<file path="config.mk">
export PLATFORM = sky130hd
export DESIGN_NAME = mem_port_arbiter_flat
export DESIGN_NICKNAME = d
export VERILOG_FILES = /design/src/rtl/mem_port_arbiter_if.sv /design/src/rtl/mem_port_arbiter.sv /design/src/flat_wrapper.sv
export SDC_FILE = /design/constraint.sdc
export NUM_CORES = 1
export LEC_CHECK = 0
export BUFFER_PORTS_ARGS = -buffer_cell sky130_fd_sc_hd__buf_2
export CORE_AREA = 2 2 84 86
export CTS_CLUSTER_DIAMETER = 60
export DETAILED_ROUTE_END_ITERATION = 12
export DIE_AREA = 0 0 86 88
export PLACE_DENSITY = 0.8
export SLEW_MARGIN = 5
export SYNTH_ARGS = -nofsm -noshare
export SYNTH_HDL_FRONTEND = slang
export SYNTH_SLANG_ARGS = --single-unit
</file>
<file path="constraint.sdc">
create_clock -name clk -period 4.2 [get_ports clk]
set_input_delay 0.84 -clock clk [delete_from_list [all_inputs] [get_ports clk]]
set_output_delay 0.84 -clock clk [all_outputs]
set_load 0.03 [all_outputs]
</file>
<file path="src/rtl/mem_port_arbiter_if.sv">
// rtl/mem_port_arbiter_if.sv - request/grant, response and memory-side signals of mem_port_arbiter
interface mem_port_arbiter_if #(
  parameter int ADDR_W = 8,
  parameter int DATA_W = 32
);
  logic              if_req;
  logic [ADDR_W-1:0] if_addr;
  logic              if_gnt;
  logic              if_rvalid;
  logic [DATA_W-1:0] if_rdata;
  logic              d_req;
  logic              d_we;
  logic [2:0]        d_funct3;
  logic [ADDR_W-1:0] d_addr;
  logic [DATA_W-1:0] d_wdata;
  logic              d_gnt;
  logic              d_rvalid;
  logic [DATA_W-1:0] d_rdata;
  logic              mem_read;
  logic              mem_write;
  logic [2:0]        mem_funct3;
  logic [ADDR_W-1:0] mem_addr;
  logic [DATA_W-1:0] mem_wdata;
  logic [DATA_W-1:0] mem_rdata;
  logic [15:0]       conflict_cnt;

  // Arbiter side
  modport slave (
    input  if_req, if_addr, d_req, d_we, d_funct3, d_addr, d_wdata, mem_rdata,
    output if_gnt, if_rvalid, if_rdata, d_gnt, d_rvalid, d_rdata,
           mem_read, mem_write, mem_funct3, mem_addr, mem_wdata, conflict_cnt
  );

  // Pipeline/memory side
  modport master (
    output if_req, if_addr, d_req, d_we, d_funct3, d_addr, d_wdata, mem_rdata,
    input  if_gnt, if_rvalid, if_rdata, d_gnt, d_rvalid, d_rdata,
           mem_read, mem_write, mem_funct3, mem_addr, mem_wdata, conflict_cnt
  );
endinterface

</file>
<file path="src/rtl/mem_port_arbiter.sv">
// rtl/mem_port_arbiter.sv - data-priority arbiter for fetch/data ports sharing one memory port
module mem_port_arbiter #(
  parameter int ADDR_W     = 8,
  parameter int DATA_W     = 32,
  parameter int D_BASE     = 200,
  parameter int STARVE_MAX = 4
) (
  input logic               clk,
  input logic               rst,
  mem_port_arbiter_if.slave bus
);
  localparam int SW = $clog2(STARVE_MAX + 1);
  localparam logic [SW-1:0]     STARVE_TOP = SW'(STARVE_MAX);
  localparam logic [ADDR_W-1:0] D_OFS      = ADDR_W'(D_BASE);

  typedef enum logic [1:0] {OWN_NONE, OWN_IF, OWN_D} owner_e;

  owner_e        owner_q, owner_d;
  logic [SW-1:0] starve_q, starve_d;
  logic [15:0]   conflict_q, conflict_d;
  logic          force_if, d_win, if_gnt, d_gnt;

  always_comb begin
    force_if = (starve_q == STARVE_TOP);
    d_win    = bus.d_req && !(force_if && bus.if_req);
    d_gnt    = !rst && d_win;
    if_gnt   = !rst && bus.if_req && !d_win;
  end

  always_comb begin
    bus.mem_read   = 1'b0;
    bus.mem_write  = 1'b0;
    bus.mem_funct3 = 3'b000;
    bus.mem_addr   = '0;
    bus.mem_wdata  = '0;
    if (d_gnt) begin
      bus.mem_read   = !bus.d_we;
      bus.mem_write  = bus.d_we;
      bus.mem_funct3 = bus.d_funct3;
      bus.mem_addr   = bus.d_addr + D_OFS;
      bus.mem_wdata  = bus.d_wdata;
    end else if (if_gnt) begin
      bus.mem_read   = 1'b1;
      bus.mem_funct3 = 3'b010;
      bus.mem_addr   = bus.if_addr;
    end
  end

  // Only reads leave an owner behind; stores finish at the granting edge.
  always_comb begin
    owner_d    = OWN_NONE;
    starve_d   = starve_q;
    conflict_d = conflict_q;
    if (if_gnt)
      owner_d = OWN_IF;
    else if (d_gnt && !bus.d_we)
      owner_d = OWN_D;
    if (if_gnt)
      starve_d = '0;
    else if (bus.if_req && starve_q != STARVE_TOP)
      starve_d = starve_q + 1'b1;
    if (bus.if_req && bus.d_req && conflict_q != 16'hFFFF)
      conflict_d = conflict_q + 16'd1;
  end

  always_ff @(posedge clk or posedge rst) begin
    if (rst) begin
      owner_q    <= OWN_NONE;
      starve_q   <= '0;
      conflict_q <= '0;
    end else begin
      owner_q    <= owner_d;
      starve_q   <= starve_d;
      conflict_q <= conflict_d;
    end
  end

  assign bus.if_gnt       = if_gnt;
  assign bus.d_gnt        = d_gnt;
  assign bus.if_rvalid    = (owner_q == OWN_IF);
  assign bus.d_rvalid     = (owner_q == OWN_D);
  assign bus.if_rdata     = bus.mem_rdata;
  assign bus.d_rdata      = bus.mem_rdata;
  assign bus.conflict_cnt = conflict_q;
endmodule

</file>
<file path="src/flat_wrapper.sv">
// flat-port wrapper written by rule: the top's interface ports become plain ports
module mem_port_arbiter_flat 
#(
  parameter int ADDR_W     = 8,
  parameter int DATA_W     = 32,
  parameter int D_BASE     = 200,
  parameter int STARVE_MAX = 4
)
  (clk, rst, bus_if_req, bus_if_addr, bus_d_req, bus_d_we, bus_d_funct3, bus_d_addr, bus_d_wdata, bus_mem_rdata, bus_if_gnt, bus_if_rvalid, bus_if_rdata, bus_d_gnt, bus_d_rvalid, bus_d_rdata, bus_mem_read, bus_mem_write, bus_mem_funct3, bus_mem_addr, bus_mem_wdata, bus_conflict_cnt);
  mem_port_arbiter_if #(.ADDR_W(ADDR_W), .DATA_W(DATA_W)) bus_i ();
  input logic clk;
  input logic rst;
  input wire logic [$bits(bus_i.if_req)-1:0] bus_if_req;
  input wire logic [$bits(bus_i.if_addr)-1:0] bus_if_addr;
  input wire logic [$bits(bus_i.d_req)-1:0] bus_d_req;
  input wire logic [$bits(bus_i.d_we)-1:0] bus_d_we;
  input wire logic [$bits(bus_i.d_funct3)-1:0] bus_d_funct3;
  input wire logic [$bits(bus_i.d_addr)-1:0] bus_d_addr;
  input wire logic [$bits(bus_i.d_wdata)-1:0] bus_d_wdata;
  input wire logic [$bits(bus_i.mem_rdata)-1:0] bus_mem_rdata;
  output wire logic [$bits(bus_i.if_gnt)-1:0] bus_if_gnt;
  output wire logic [$bits(bus_i.if_rvalid)-1:0] bus_if_rvalid;
  output wire logic [$bits(bus_i.if_rdata)-1:0] bus_if_rdata;
  output wire logic [$bits(bus_i.d_gnt)-1:0] bus_d_gnt;
  output wire logic [$bits(bus_i.d_rvalid)-1:0] bus_d_rvalid;
  output wire logic [$bits(bus_i.d_rdata)-1:0] bus_d_rdata;
  output wire logic [$bits(bus_i.mem_read)-1:0] bus_mem_read;
  output wire logic [$bits(bus_i.mem_write)-1:0] bus_mem_write;
  output wire logic [$bits(bus_i.mem_funct3)-1:0] bus_mem_funct3;
  output wire logic [$bits(bus_i.mem_addr)-1:0] bus_mem_addr;
  output wire logic [$bits(bus_i.mem_wdata)-1:0] bus_mem_wdata;
  output wire logic [$bits(bus_i.conflict_cnt)-1:0] bus_conflict_cnt;
  assign bus_i.if_req = bus_if_req;
  assign bus_i.if_addr = bus_if_addr;
  assign bus_i.d_req = bus_d_req;
  assign bus_i.d_we = bus_d_we;
  assign bus_i.d_funct3 = bus_d_funct3;
  assign bus_i.d_addr = bus_d_addr;
  assign bus_i.d_wdata = bus_d_wdata;
  assign bus_i.mem_rdata = bus_mem_rdata;
  assign bus_if_gnt = bus_i.if_gnt;
  assign bus_if_rvalid = bus_i.if_rvalid;
  assign bus_if_rdata = bus_i.if_rdata;
  assign bus_d_gnt = bus_i.d_gnt;
  assign bus_d_rvalid = bus_i.d_rvalid;
  assign bus_d_rdata = bus_i.d_rdata;
  assign bus_mem_read = bus_i.mem_read;
  assign bus_mem_write = bus_i.mem_write;
  assign bus_mem_funct3 = bus_i.mem_funct3;
  assign bus_mem_addr = bus_i.mem_addr;
  assign bus_mem_wdata = bus_i.mem_wdata;
  assign bus_conflict_cnt = bus_i.conflict_cnt;
  mem_port_arbiter #(.ADDR_W(ADDR_W), .DATA_W(DATA_W), .D_BASE(D_BASE), .STARVE_MAX(STARVE_MAX)) u_core (.clk(clk), .rst(rst), .bus(bus_i));
endmodule
</file>
Word level (Yosys, flattened, before mapping)
Index checks and enable logic that the tools add are counted.
W data, S select, Z words.
{"block": "op_classes", "add_sub_neg": 3, "eq_ne": 5, "muxes": 12, "reduce_logical": 14}
{"op": "$mux W32", "n": 1}
{"op": "$add A16 B1 Y16 const B", "n": 1}
{"op": "$mux W8", "n": 2}
{"op": "$ne A16 B16 Y1 const B", "n": 1}
{"op": "$logic_and A1 B1 Y1", "n": 9}
{"op": "$mux W3", "n": 3}
{"op": "$add A8 B8 Y8 const B", "n": 1}
{"op": "$mux W2", "n": 3}
{"op": "$logic_not A1 Y1", "n": 4}
{"op": "$add A3 B1 Y3 const B", "n": 1}
{"op": "$eq A3 B3 Y1 const B", "n": 1}
{"op": "$mux W1", "n": 3}
{"op": "$ne A3 B3 Y1 const B", "n": 1}
{"op": "$eq A2 B1 Y1 const B", "n": 1}
{"op": "$eq A2 B2 Y1 const B", "n": 1}
{"op": "$reduce_bool A2 Y1", "n": 1}
{"block": "word_totals", "register_bits": 21, "inputBits": 88, "out_inout_bits": 129, "elab_cells": 37}

Longest topological paths before layout
Gate-level depths: netlist of run 1.
{"block": "depth", "word_depth": 8, "depth_mapped": 7, "mapped_depth_nobuf": 6}

Worst setup path after synthesis of run 1
OpenSTA, ideal clock, no wires.
{"block": "synth_path", "kind": "input port to output port", "startpoint": "input rst", "endpoint": "output bus_mem_funct3[0]", "t_arrival_ns": 2.539, "required_ns": 3.360, "path_slack_ns": 0.821, "stages": 5, "n_path_buf": 1, "path_cell_list": "inv_1 > nand3_1 > inv_1 > clkbuf_1 > and2_1"}
{"block": "synth_via", "elab_chain_cells": 3}
{"item": "from (decl)", "line": "flat_wrapper.sv:12", "rtl": "input logic rst;"}
{"item": "$logic_not A1 Y1", "line": "mem_port_arbiter.sv:26", "rtl": "d_gnt = !rst && d_win;"}
{"item": "$logic_and A1 B1 Y1", "line": "mem_port_arbiter.sv:26"}
{"item": "via bus_d_gnt", "line": "flat_wrapper.sv:24", "rtl": "output wire logic [$bits(bus_i.d_gnt)-1:0] bus_d_gnt;"}
{"item": "$mux W3", "line": "mem_port_arbiter.sv:36", "rtl": "if (d_gnt) begin"}
{"item": "to (decl)", "line": "flat_wrapper.sv:29", "rtl": "output wire logic [$bits(bus_i.mem_funct3)-1:0] bus_mem_funct3;"}
The timed path passes the listed nets, and every way through them passes these cells.

Final worst setup path of run 1
{"block": "layout_path", "startpoint": "input bus_if_req", "endpoint": "output bus_mem_wdata[8]"}
{"block": "layout_via", "elab_chain_cells": 5}
{"item": "from (decl)", "line": "flat_wrapper.sv:13", "rtl": "input wire logic [$bits(bus_i.if_req)-1:0] bus_if_req;"}
{"item": "$logic_and A1 B1 Y1", "line": "mem_port_arbiter.sv:25", "rtl": "d_win = bus.d_req && !(force_if && bus.if_req);"}
{"item": "$logic_not A1 Y1", "line": "mem_port_arbiter.sv:25"}
{"item": "$logic_and A1 B1 Y1", "line": "mem_port_arbiter.sv:25"}
{"item": "$logic_and A1 B1 Y1", "line": "mem_port_arbiter.sv:26"}
{"item": "$mux W32", "line": "mem_port_arbiter.sv:36"}
{"item": "to (decl)", "line": "flat_wrapper.sv:31", "rtl": "output wire logic [$bits(bus_i.mem_wdata)-1:0] bus_mem_wdata;"}
No other way between the ends.

==> flow_summary_export.csv, run 1 <==
group,metric,value,unit
clocking,cts_tree,"done",
clocking,clock_latency,0.27,ns
clocking,clock-root-buffer,"clkbuf_8",
logic_synthesis,yosys.area.top_type,"dfrtp_1",
logic_synthesis,yosys.area_share.xor_xnor,0.08241,
critical_path,worstSetupPathType,"input pin to primary output",
hold_path,worstHoldPathType,"flop to flop",
logic_synthesis,synth_top_family_by_area,"simple AND/OR/NAND/NOR gates",
logic_synthesis,synth-compound-area-share,0.05494,
layout,num_antenna_cells,0,
die,coreArea,0.006644,mm2
critical_path,cp.required,3.36,ns
critical_path,worstSetupStartpoint,"bus_if_req",
route,drc_errors,0,
global_route,grt_pass1_wl,7762,um
logic_synthesis,synth-edff-count,0,
global_route,grt_use_total,0.1306,
logic_synthesis,yosys_register_bits,21,
logic_synthesis,avgSynthCellArea,8.618,um2
critical_path,reg2regPathDepth,5,
die,initial_core_util,0.2879,
critical_path,crit_path_start_kind,"input pin",
global_route,grt_max_degree,42,
route,routed_wl,5299,um
logic_synthesis,synthFlopType,"dfrtp_1",
logic_synthesis,synth-simple-area-share,0.2825,
layout,finish.utilization,0.3267,
pwr,powerDensity,366.8,mW/mm2
status,status,"complete, no violations",
clocking,cts_inserted_buffers,3,
logic_synthesis,synth_common_cells,"buf_4 (64), and2_1 (35), dfrtp_1 (21)",
sta,slew_headroom,0.4033,
sta,setup_viol,0,
route,viasPerCell,4.626,
sta,slew_violations,0,
sta,worst_pin_slew,0.8940,ns
global_route,first_global_vias,1583,
critical_path,cp.arrival,2.51,ns
logic_synthesis,synthArstFlopShare,1.000,
die,die_area,0.007568,mm2
layout,layout.area.seq,525.5,um2
critical_path,endpoint,"bus_mem_wdata[8]",
logic_synthesis,synth.area.mux_share,0.007848,
route,detail-route-antenna-nets,0,
logic_synthesis,synth_area_leaders,"dfrtp_1 (27%), buf_4 (25%), and2_1 (11%)",
logic_synthesis,synth_fa_ha_area_frac,0.02616,
logic_synthesis,seq_area_frac_synth,0.2747,
global_route,antenna_found_initial,0,
layout,drive_gt1_frac,0.4784,
sta,timing.final.crit_share,0.7966,
job,drv_cap,0,
pwr,ir_worst_vdd,0.1702,mV
sta,finalSetupTns,0,ns
sta,period_minus_slack,3.346,ns
clocking,clkSinkCount,21,
critical_path,end_kind,"primary output",
clocking,clk_pin_slew,0.09,ns
clocking,cts_setup_buffers,0,
sta,rsz0062_at_grt,"false",
clocking,cts_resized,0,
logic_synthesis,synth.most_common_cell,"buf_4",
die,rows,30,
layout,syn2layout_area_growth,13.47,%
logic_synthesis,synth.top_cell.area_share,0.2747,
logic_synthesis,syn-num-nets,314,
global_route,grt-ovfl-total,0,
sta,fmax,0.2989,GHz
pwr,p_total,796.4,uW
logic_synthesis,synth-warning-count,0,
route,wl_per_cell,14.80,um
critical_path,r2r-end,"u_core.bus.conflict_cnt[1]",
die,io_pins,217,
place,dp_hpwl,4375,um
logic_synthesis,syn_inst,222,
layout,nets,371,
place,port_buffers,120,
clocking,postCtsHoldBufs,0,
route,drtPass1Iterations,4,
die,die_x,86,um
sta,hold_viol,0,
logic_synthesis,syn_area,0.001913,mm2
critical_path,path_max_fanout,41,
clocking,ctsLongestPathBuffers,2,
critical_path,reg2reg_from,"u_core.bus.conflict_cnt[1]",
die,die_h,88,um
layout,fillers,710,
pwr,leakage,1.276,nW
clocking,h-tree-depth,1,
sta,fin_skew,0.01442,ns
layout,multi_input_area,868.3,um2
logic_synthesis,yosysUniqueCellTypes,32,
place,place.gp.congestion,0.8172,
route,drt_iter0_markers,95,
critical_path,r2r_slack,2.33,ns
route,vias,1656,
==> how the worst min path moves through the flow <==
stage / startpoint / to / depth (start not counted)
finish: u_core.bus.conflict_cnt[15] / u_core.bus.conflict_cnt[15] / 1
CTS: u_core.bus.conflict_cnt[15] / u_core.bus.conflict_cnt[15] / 1
floorplan: u_core.starve_q[1] / u_core.starve_q[1] / 2
global placement: u_core.bus.conflict_cnt[0] / u_core.bus.conflict_cnt[0] / 1
global route: u_core.bus.conflict_cnt[15] / u_core.bus.conflict_cnt[15] / 1
detailed placement: u_core.bus.conflict_cnt[15] / u_core.bus.conflict_cnt[15] / 1
==> state kept, by name, indices dropped and copies added, names as in the netlist <==
name                     flops
u_core.bus.conflict_cnt     16
u_core.starve_q              3
u_core.owner_q               2
==> report_power, final <==
| group | total (mW) | internal, mW | switching (mW) |
|---|---|---|---|
| registers | 0.297 | 0.245 | 0.0519 |
| clock network | 0.135 | 0.0662 | 0.0687 |
| logic | 0.365 | 0.131 | 0.234 |
| total | 0.796 | 0.442 | 0.355 |
==> metal layers <==
layer / part of all wire / wire length (um) / GRT usage / vias to the layer above
met5: 0 / 0 / 0 / -
met2: 0.44 / 2333 / 0.1825 / 82
met3: 0.084 / 445 / 0.03299 / 28
met4: 0.041 / 219 / 0.08225 / 0
li1: - / - / - / 780
met1: 0.43 / 2301 / 0.1784 / 766
==> worst max-delay path: stages <==
cell and delay, ns:
buf_2 0.15, nand3_1 0.09, nand3_1 0.22, inv_1 0.73, and2_1 0.25, buf_2 0.21
==> stage by stage <==
step / worst slack, ns / std cells / hold slack [ns] / instance area [um2]
2_1_floorplan: 0.8212 / 222 / 0.5226 / 1913
3_3_place_gp: 0.9614 / 354 / 0.4983 / 2125
3_5_place_dp: 0.8478 / 354 / 0.5049 / 2125
4_1_cts: 0.8485 / 358 / 0.5168 / 2171
5_1_grt: 0.6082 / 358 / 0.5453 / 2171
6_report: 0.8541 / 358 / 0.5178 / 2171
==> logic make-up after synthesis <==
family	after synthesis
AO/OA/AOI/OAI	15
AND/OR/NAND/NOR	89
flip-flops	21
multiplexers	1
XOR/XNOR	18
buffers and inverters	74
adder cells (fa/ha/maj)	4
==> final cells by class <==
type | count | area share
Inverter | 4 | 0.006916
Timing Repair Buffer | 122 | 0.2836
Clock inverter | 1 | 0.002305
Clock buffer | 3 | 0.01902
Tap cell | 80 | 0.04611
Sequential cell | 21 | 0.2421
Multi-Input combinational cell | 127 | 0.4000
==> layout by cell type (no fill, tap or decap), types with 2 or more instances in the layout <==
cell	Yosys	layout
buf_2	1	120
and2_1	35	35
dfrtp_1	21	21
nand2_1	13	13
xor2_1	12	12
nand3_1	9	9
xnor2_1	6	6
nor3_1	5	5
and4_1	4	4
nor4_1	4	4
a21oi_1	4	4
inv_1	4	4
nor2_1	4	4
o21ai_0	4	4
a22o_1	4	4
ha_1	4	4
nand4_1	3	3
clkbuf_8	0	3
nand4_2	2	2
nor3b_1	2	2
nor2b_1	2	2
buf_4	64	2
(Power assumes the default switching activity.)
==> run 2, diff against run 1 <==
- ABC_AREA: not set -> 1
- CORE_AREA: 2 2 84 86 -> not set
- CORE_MARGIN: not set -> 2
- CORE_UTILIZATION: not set -> 34
- DIE_AREA: 0 0 86 88 -> not set
- PLACE_DENSITY: 0.8 -> 0.89
- clock period: 4.2 -> 3.05 ns (I/O delays scaled with it)
==> run 2 against run 1 <==
Register-to-register slack worse by 0.97 ns. Total power up 36%. Final cell count up 35%. Clock power up 38%. Non-clock buffer count down 1. Core utilization up 6.5 points. Synthesized area up 18%. Critical path depth up 2. Clock skew down 0.0019 ns. Worst hold slack worse by 0.066 ns. Die area down 3.1%. Wire length up 30%. Critical endpoint is now bus_mem_read. Largest power group unchanged.
==> flow_summary_export.csv, run 2 <==
group,metric,value,unit
status,status,"complete, no violations",
critical_path,cp.required,2.44,ns
route,drc_errors,0,
sta,slew_violations,0,
layout,layout_commonest_cell,"buf_2",
die,die_x,85.62,um
logic_synthesis,syn_area,0.002265,mm2
logic_synthesis,synth.top_cell.area_share,0.2320,
place,place.gp.congestion,0.9865,
global_route,grt_use_total,0.1873,
logic_synthesis,avgSynthCellArea,6.489,um2
clocking,clock_latency,0.27,ns
die,die_h,85.62,um
die,coreArea,0.006386,mm2
global_route,grt_max_degree,41,
place,dp_hpwl,5983,um
pwr,p_sw,498.5,uW
layout,mostFrequentLayoutCells,"buf_2 (120), nand2_1 (78), inv_1 (59), nor2_1 (58), dfrtp_1 (21)",
logic_synthesis,synth-warning-count,0,
sta,worst_slack,0.3535,ns
route,drt_iter0_markers,121,
logic_synthesis,syn_inst,349,
pwr,powerDensity,433.2,mW/mm2
global_route,grt-ovfl-total,0,
clocking,cts_inserted_buffers,3,
route,vias,2230,
place,port_buffers,120,
sta,worst_pin_slew,0.5796,ns
layout,nets,498,
sta,fin_skew,0.01256,ns
layout,finish.utilization,0.3920,
clocking,h-tree-depth,1,
critical_path,end_kind,"primary output",
place,pre_cts_slack,0.4971,ns
global_route,first_global_vias,2256,
hold_path,worstHoldPathType,"input pin to async pin",
route,detail-route-antenna-nets,0,
logic_synthesis,synth-edff-count,0,
die,initial_core_util,0.3546,
clocking,cts_resized,0,
route,viasPerCell,4.627,
sta,slew_headroom,0.6130,
logic_synthesis,yosysUniqueCellTypes,28,
clocking,postCtsHoldBufs,0,
layout,syn2layout_area_growth,10.55,%
job,drv_cap,0,
clocking,ctsLongestPathBuffers,2,
logic_synthesis,syn-num-nets,441,
logic_synthesis,synth_area_leaders,"dfrtp_1 (23%), buf_4 (21%), nand2_1 (13%)",
route,wl_per_cell,14.33,um
layout,fillers,664,
critical_path,worstSetupPathType,"flop to primary output",
clocking,cts_setup_buffers,0,
sta,finalSetupTns,0,ns
layout,final_cells,482,
place,place_inst,478,
die,die_area,0.007330,mm2
die,io_pins,217,
logic_synthesis,synth.most_common_cell,"nand2_1",
route,drtPass1Iterations,4,
global_route,grt_pass1_wl,10900,um
sta,setup_viol,0,
pwr,seqPwrFrac,0.359,
pwr,p_int,586.1,uW
sta,timing.final.crit_share,0.8841,
sta,rsz0062_at_grt,"false",
pwr,comb_power_share,0.470,
clocking,clock-root-buffer,"clkbuf_8",
layout,num_antenna_cells,0,
critical_path,cp.arrival,2.09,ns
clocking,clkSinkCount,21,
layout,drive_gt1_frac,0.3728,
logic_synthesis,synth_common_cells,"nand2_1 (78), buf_4 (64), inv_1 (59)",
route,routed_wl,6907,um
critical_path,path_max_fanout,40,
logic_synthesis,synthArstFlopShare,1.000,
clocking,cts_tree,"done",
sta,period_minus_slack,2.697,ns
sta,hold_viol,0,
global_route,antenna_found_initial,0,
logic_synthesis,seq_area_frac_synth,0.2320,
logic_synthesis,yosys_register_bits,21,
pwr,leakage,1.678,nW
pwr,ir_worst_vdd,0.2124,mV
layout,largest_reg_flops,16,
clocking,clk_pin_slew,0.09,ns
sta,fmax,0.3708,GHz
critical_path,crit_path_start_kind,"flop",
logic_synthesis,yosys.area.top_type,"dfrtp_1",
pwr,clkPwrFrac,0.171,
die,rows,29,
pwr,switching_share,0.4596,
logic_synthesis,synthFlopType,"dfrtp_1",
==> run 2: cell types whose count changed in the layout (fill, tap and decap cells not counted), moves of 6 or more <==
cell,delta
and2_1,-35
inv_1,+55
nand2_1,+65
nand2_2,+6
nor2_1,+54
xor2_1,-9
==> run 2: final timing paths <==
check | from | to | slack (ns) | depth (start not counted)
worst max-delay path | u_core.starve_q[0] | bus_mem_read | 0.35 | 8
worst min-delay path | rst | u_core.bus.conflict_cnt[3] | 0.45 | 3
worst max register to register | u_core.bus.conflict_cnt[0] | u_core.bus.conflict_cnt[11] | 1.36 | 8
worst min register to register | u_core.bus.conflict_cnt[1] | u_core.bus.conflict_cnt[1] | 0.54 | 2
max in group asynchronous | rst | u_core.bus.conflict_cnt[1] | 2.37 | 3
min in group clk | u_core.bus.conflict_cnt[1] | u_core.bus.conflict_cnt[1] | 0.54 | 2
==> run 2: cell type report <==
cell class / instances / area, um2 / share of cell area
repair buffers: 121 / 608.1 / 0.2429
multi-input cells: 196 / 991.0 / 0.3958
well taps: 77 / 96.34 / 0.03848
flip-flops and latches: 21 / 525.5 / 0.2099
inverters: 63 / 236.5 / 0.09445
clock buffers: 3 / 41.29 / 0.01649
clock inverters: 1 / 5.005 / 0.001999
==> run 2: power by group through the flow <==
stage / clock network (mW) / logic [mW] / registers (mW)
after floorplan: 0 / 0.455 / 0.439
after global placement: 0 / 0.501 / 0.388
after detailed placement: 0 / 0.514 / 0.393
after CTS: 0.194 / 0.516 / 0.388
after global routing: 0.205 / 0.566 / 0.398
final: 0.186 / 0.510 / 0.389
==> run 2: worst max-delay path, cell delays in order (launching register included) <==
cell,delay (ns)
dfrtp_1,0.39
inv_1,0.06
ha_1,0.21
nand3_1,0.09
nand2_1,0.11
nor2_4,0.18
inv_2,0.26
o21ai_1,0.28
buf_2,0.25
==> run 2: layer usage <==
metal	routed length (um)	track usage	vias up
li1	-	-	1075
met3	794	0.09625	16
met4	216	0.05051	0
met5	0	0	-
met1	2501	0.2013	1005
met2	3394	0.3239	134
==> run 2: per-stage QoR <==
step | hold slack (ns) | power [mW] | cell area (um2)
5_1_grt | 0.4834 | 1.170 | 2504
3_3_place_gp | 0.5029 | 0.8897 | 2457
6_report | 0.4514 | 1.085 | 2504
2_1_floorplan | 0.5202 | 0.8941 | 2265
3_5_place_dp | 0.5237 | 0.9079 | 2457
4_1_cts | 0.4604 | 1.098 | 2504
==> run 2: kinds of logic (layout without fill, tap and decap cells) <==
logic type      Yosys count  in the layout  synth area share
compound gates           11             11           0.02762
buf+inv                 132            188            0.3304
fa+ha+maj                 4              4           0.02210
simple gates            172            172            0.3519
flops                    21             21            0.2320
mux                       1              1          0.004972
xor+xnor                  8              8           0.03094
==> run 3, diff against run 2 <==
- CTS_BUF_LIST: not set -> sky130_fd_sc_hd__clkbuf_4
==> run 3 against run 2 <==
Wire length rose by 0.19%. Critical path depth unchanged. Sequential power barely moved. Core utilization down 0.29 points. Die area stayed put. Largest cell class unchanged. Largest power group unchanged.
==> flow_summary_export.csv, run 3 (synthesized netlist as in run 2, its figures left out) <==
group,metric,value,unit
die,io_pins,217,
layout,finish.utilization,0.3891,
clocking,clk_pin_slew,0.14,ns
die,die_h,85.62,um
clocking,clkSinkCount,21,
critical_path,worstSetupStartpoint,"u_core.starve_q[0]",
place,place_inst,478,
route,drt_iter0_markers,101,
critical_path,reg2reg_from,"u_core.bus.conflict_cnt[0]",
global_route,grt_pass1_wl,10940,um
die,rows,29,
route,routed_wl,6920,um
sta,period_minus_slack,2.749,ns
clocking,cts_inserted_buffers,3,
critical_path,r2r-end,"u_core.bus.conflict_cnt[11]",
place,dp_hpwl,5983,um
layout,drive_gt1_frac,0.3728,
layout,num_antenna_cells,0,
place,pre_cts_slack,0.4971,ns
global_route,grt-ovfl-total,0,
sta,setup_viol,0,
layout,nets,498,
sta,hold_viol,0,
layout,mostFrequentLayoutCells,"buf_2 (120), nand2_1 (78), inv_1 (59), nor2_1 (58), dfrtp_1 (21)",
hold_path,worstHoldPathType,"input pin to async pin",
pwr,powerDensity,418.2,mW/mm2
critical_path,cp.required,2.44,ns
route,viasPerCell,4.558,
sta,slew_violations,0,
global_route,grt_use_total,0.1879,
layout,layout_commonest_cell,"buf_2",
clocking,clock_latency,0.32,ns
global_route,grt_max_degree,41,
pwr,leakage,1.670,nW
job,drv_cap,0,
route,drtPass1Iterations,4,
route,wl_per_cell,14.36,um
die,initial_core_util,0.3546,
clocking,cts_setup_buffers,0,
sta,worst_slack,0.3015,ns
critical_path,end_kind,"primary output",
clocking,cts_tree,"done",
die,die_x,85.62,um
sta,finalSetupTns,0,ns
sta,slew_headroom,0.6101,
critical_path,worstSetupPathType,"flop to primary output",
sta,fin_skew,0.02190,ns
critical_path,max_stage_delay,0.40,ns
sta,fmax,0.3638,GHz
route,drc_errors,0,
place,place.gp.congestion,0.9865,
global_route,first_global_vias,2253,
critical_path,crit_chain,"inv_1 > ha_1 > nand3_1 > nand2_1 > nor2_4 > inv_2 > o21ai_1 > buf_2",
critical_path,reg2regPathDepth,8,
status,status,"complete, no violations",
sta,timing.final.crit_share,0.9012,
sta,worst_pin_slew,0.5841,ns
clocking,h-tree-depth,1,
route,vias,2197,
critical_path,cp_slowest_cell,"dfrtp_1",
sta,rsz0062_at_grt,"false",
clocking,ctsLongestPathBuffers,2,
global_route,antenna_found_initial,0,
clocking,postCtsHoldBufs,0,
place,port_buffers,120,
critical_path,crit_path_start_kind,"flop",
layout,largest_reg_flops,16,
critical_path,cp.arrival,2.14,ns
layout,syn2layout_area_growth,9.724,%
pwr,ir_worst_vdd,0.2119,mV
layout,final_cells,482,
clocking,clock-root-buffer,"clkbuf_4",
die,die_area,0.007330,mm2
critical_path,r2r_slack,1.35,ns
critical_path,path_max_fanout,40,
die,coreArea,0.006386,mm2
route,detail-route-antenna-nets,0,
clocking,cts_resized,0,
==> run 3: cell count changes in the layout (fill, tap and decap cells not counted) <==
cell,before,now
clkbuf_8,3,0
clkbuf_4,0,3
==> run 3: critical path, delay by kind of cell, from the launching register on <==
family                   cells  cell delay (ns)
AO/OA/AOI/OAI                1             0.28
adder cells (fa/ha/maj)      1             0.21
AND/OR/NAND/NOR              3             0.38
flip-flops                   1             0.40
buffers and inverters        3             0.57
==> run 3: worst max-delay path by stage <==
| stage | to | slack (ns) | depth (start not counted) |
|---|---|---|---|
| 2_1_floorplan | bus_mem_addr[3] | 0.53 | 5 |
| 3_3_place_gp | bus_mem_read | 0.49 | 7 |
| 3_5_place_dp | bus_mem_read | 0.50 | 7 |
| 4_1_cts | bus_mem_read | 0.25 | 8 |
| 5_1_grt | bus_mem_read | 0.07 | 8 |
| 6_report | bus_mem_read | 0.30 | 8 |
==> run 3: per-layer routing <==
metal,global-route usage,part of all wire
met2,0.3232,0.49
met5,0,0
met3,0.09721,0.11
met1,0.2031,0.37
met4,0.05051,0.031
==> run 3: cell type report <==
class	instances	area, um2
Tap cell	77	96.34
Timing Repair Buffer	121	608.1
Clock inverter	1	5.005
Multi-Input combinational cell	196	991.0
Clock buffer	3	22.52
Fill cell	669	3901
Inverter	63	236.5
Sequential cell	21	525.5
==> run 3: report_power, final <==
part	switching (mW)	internal, mW	total (mW)
registers	0.0599	0.328	0.388
logic	0.344	0.166	0.510
clock network	0.0915	0.0490	0.140
==> run 3: stage by stage <==
step | total power [mW] | area [um2] | hold WS (ns)
after CTS | 1.052 | 2485 | 0.3906
after floorplan | 0.8941 | 2265 | 0.5202
final | 1.039 | 2485 | 0.3841
after global routing | 1.127 | 2485 | 0.4003
after detailed placement | 0.9079 | 2457 | 0.5237
after global placement | 0.8897 | 2457 | 0.5029
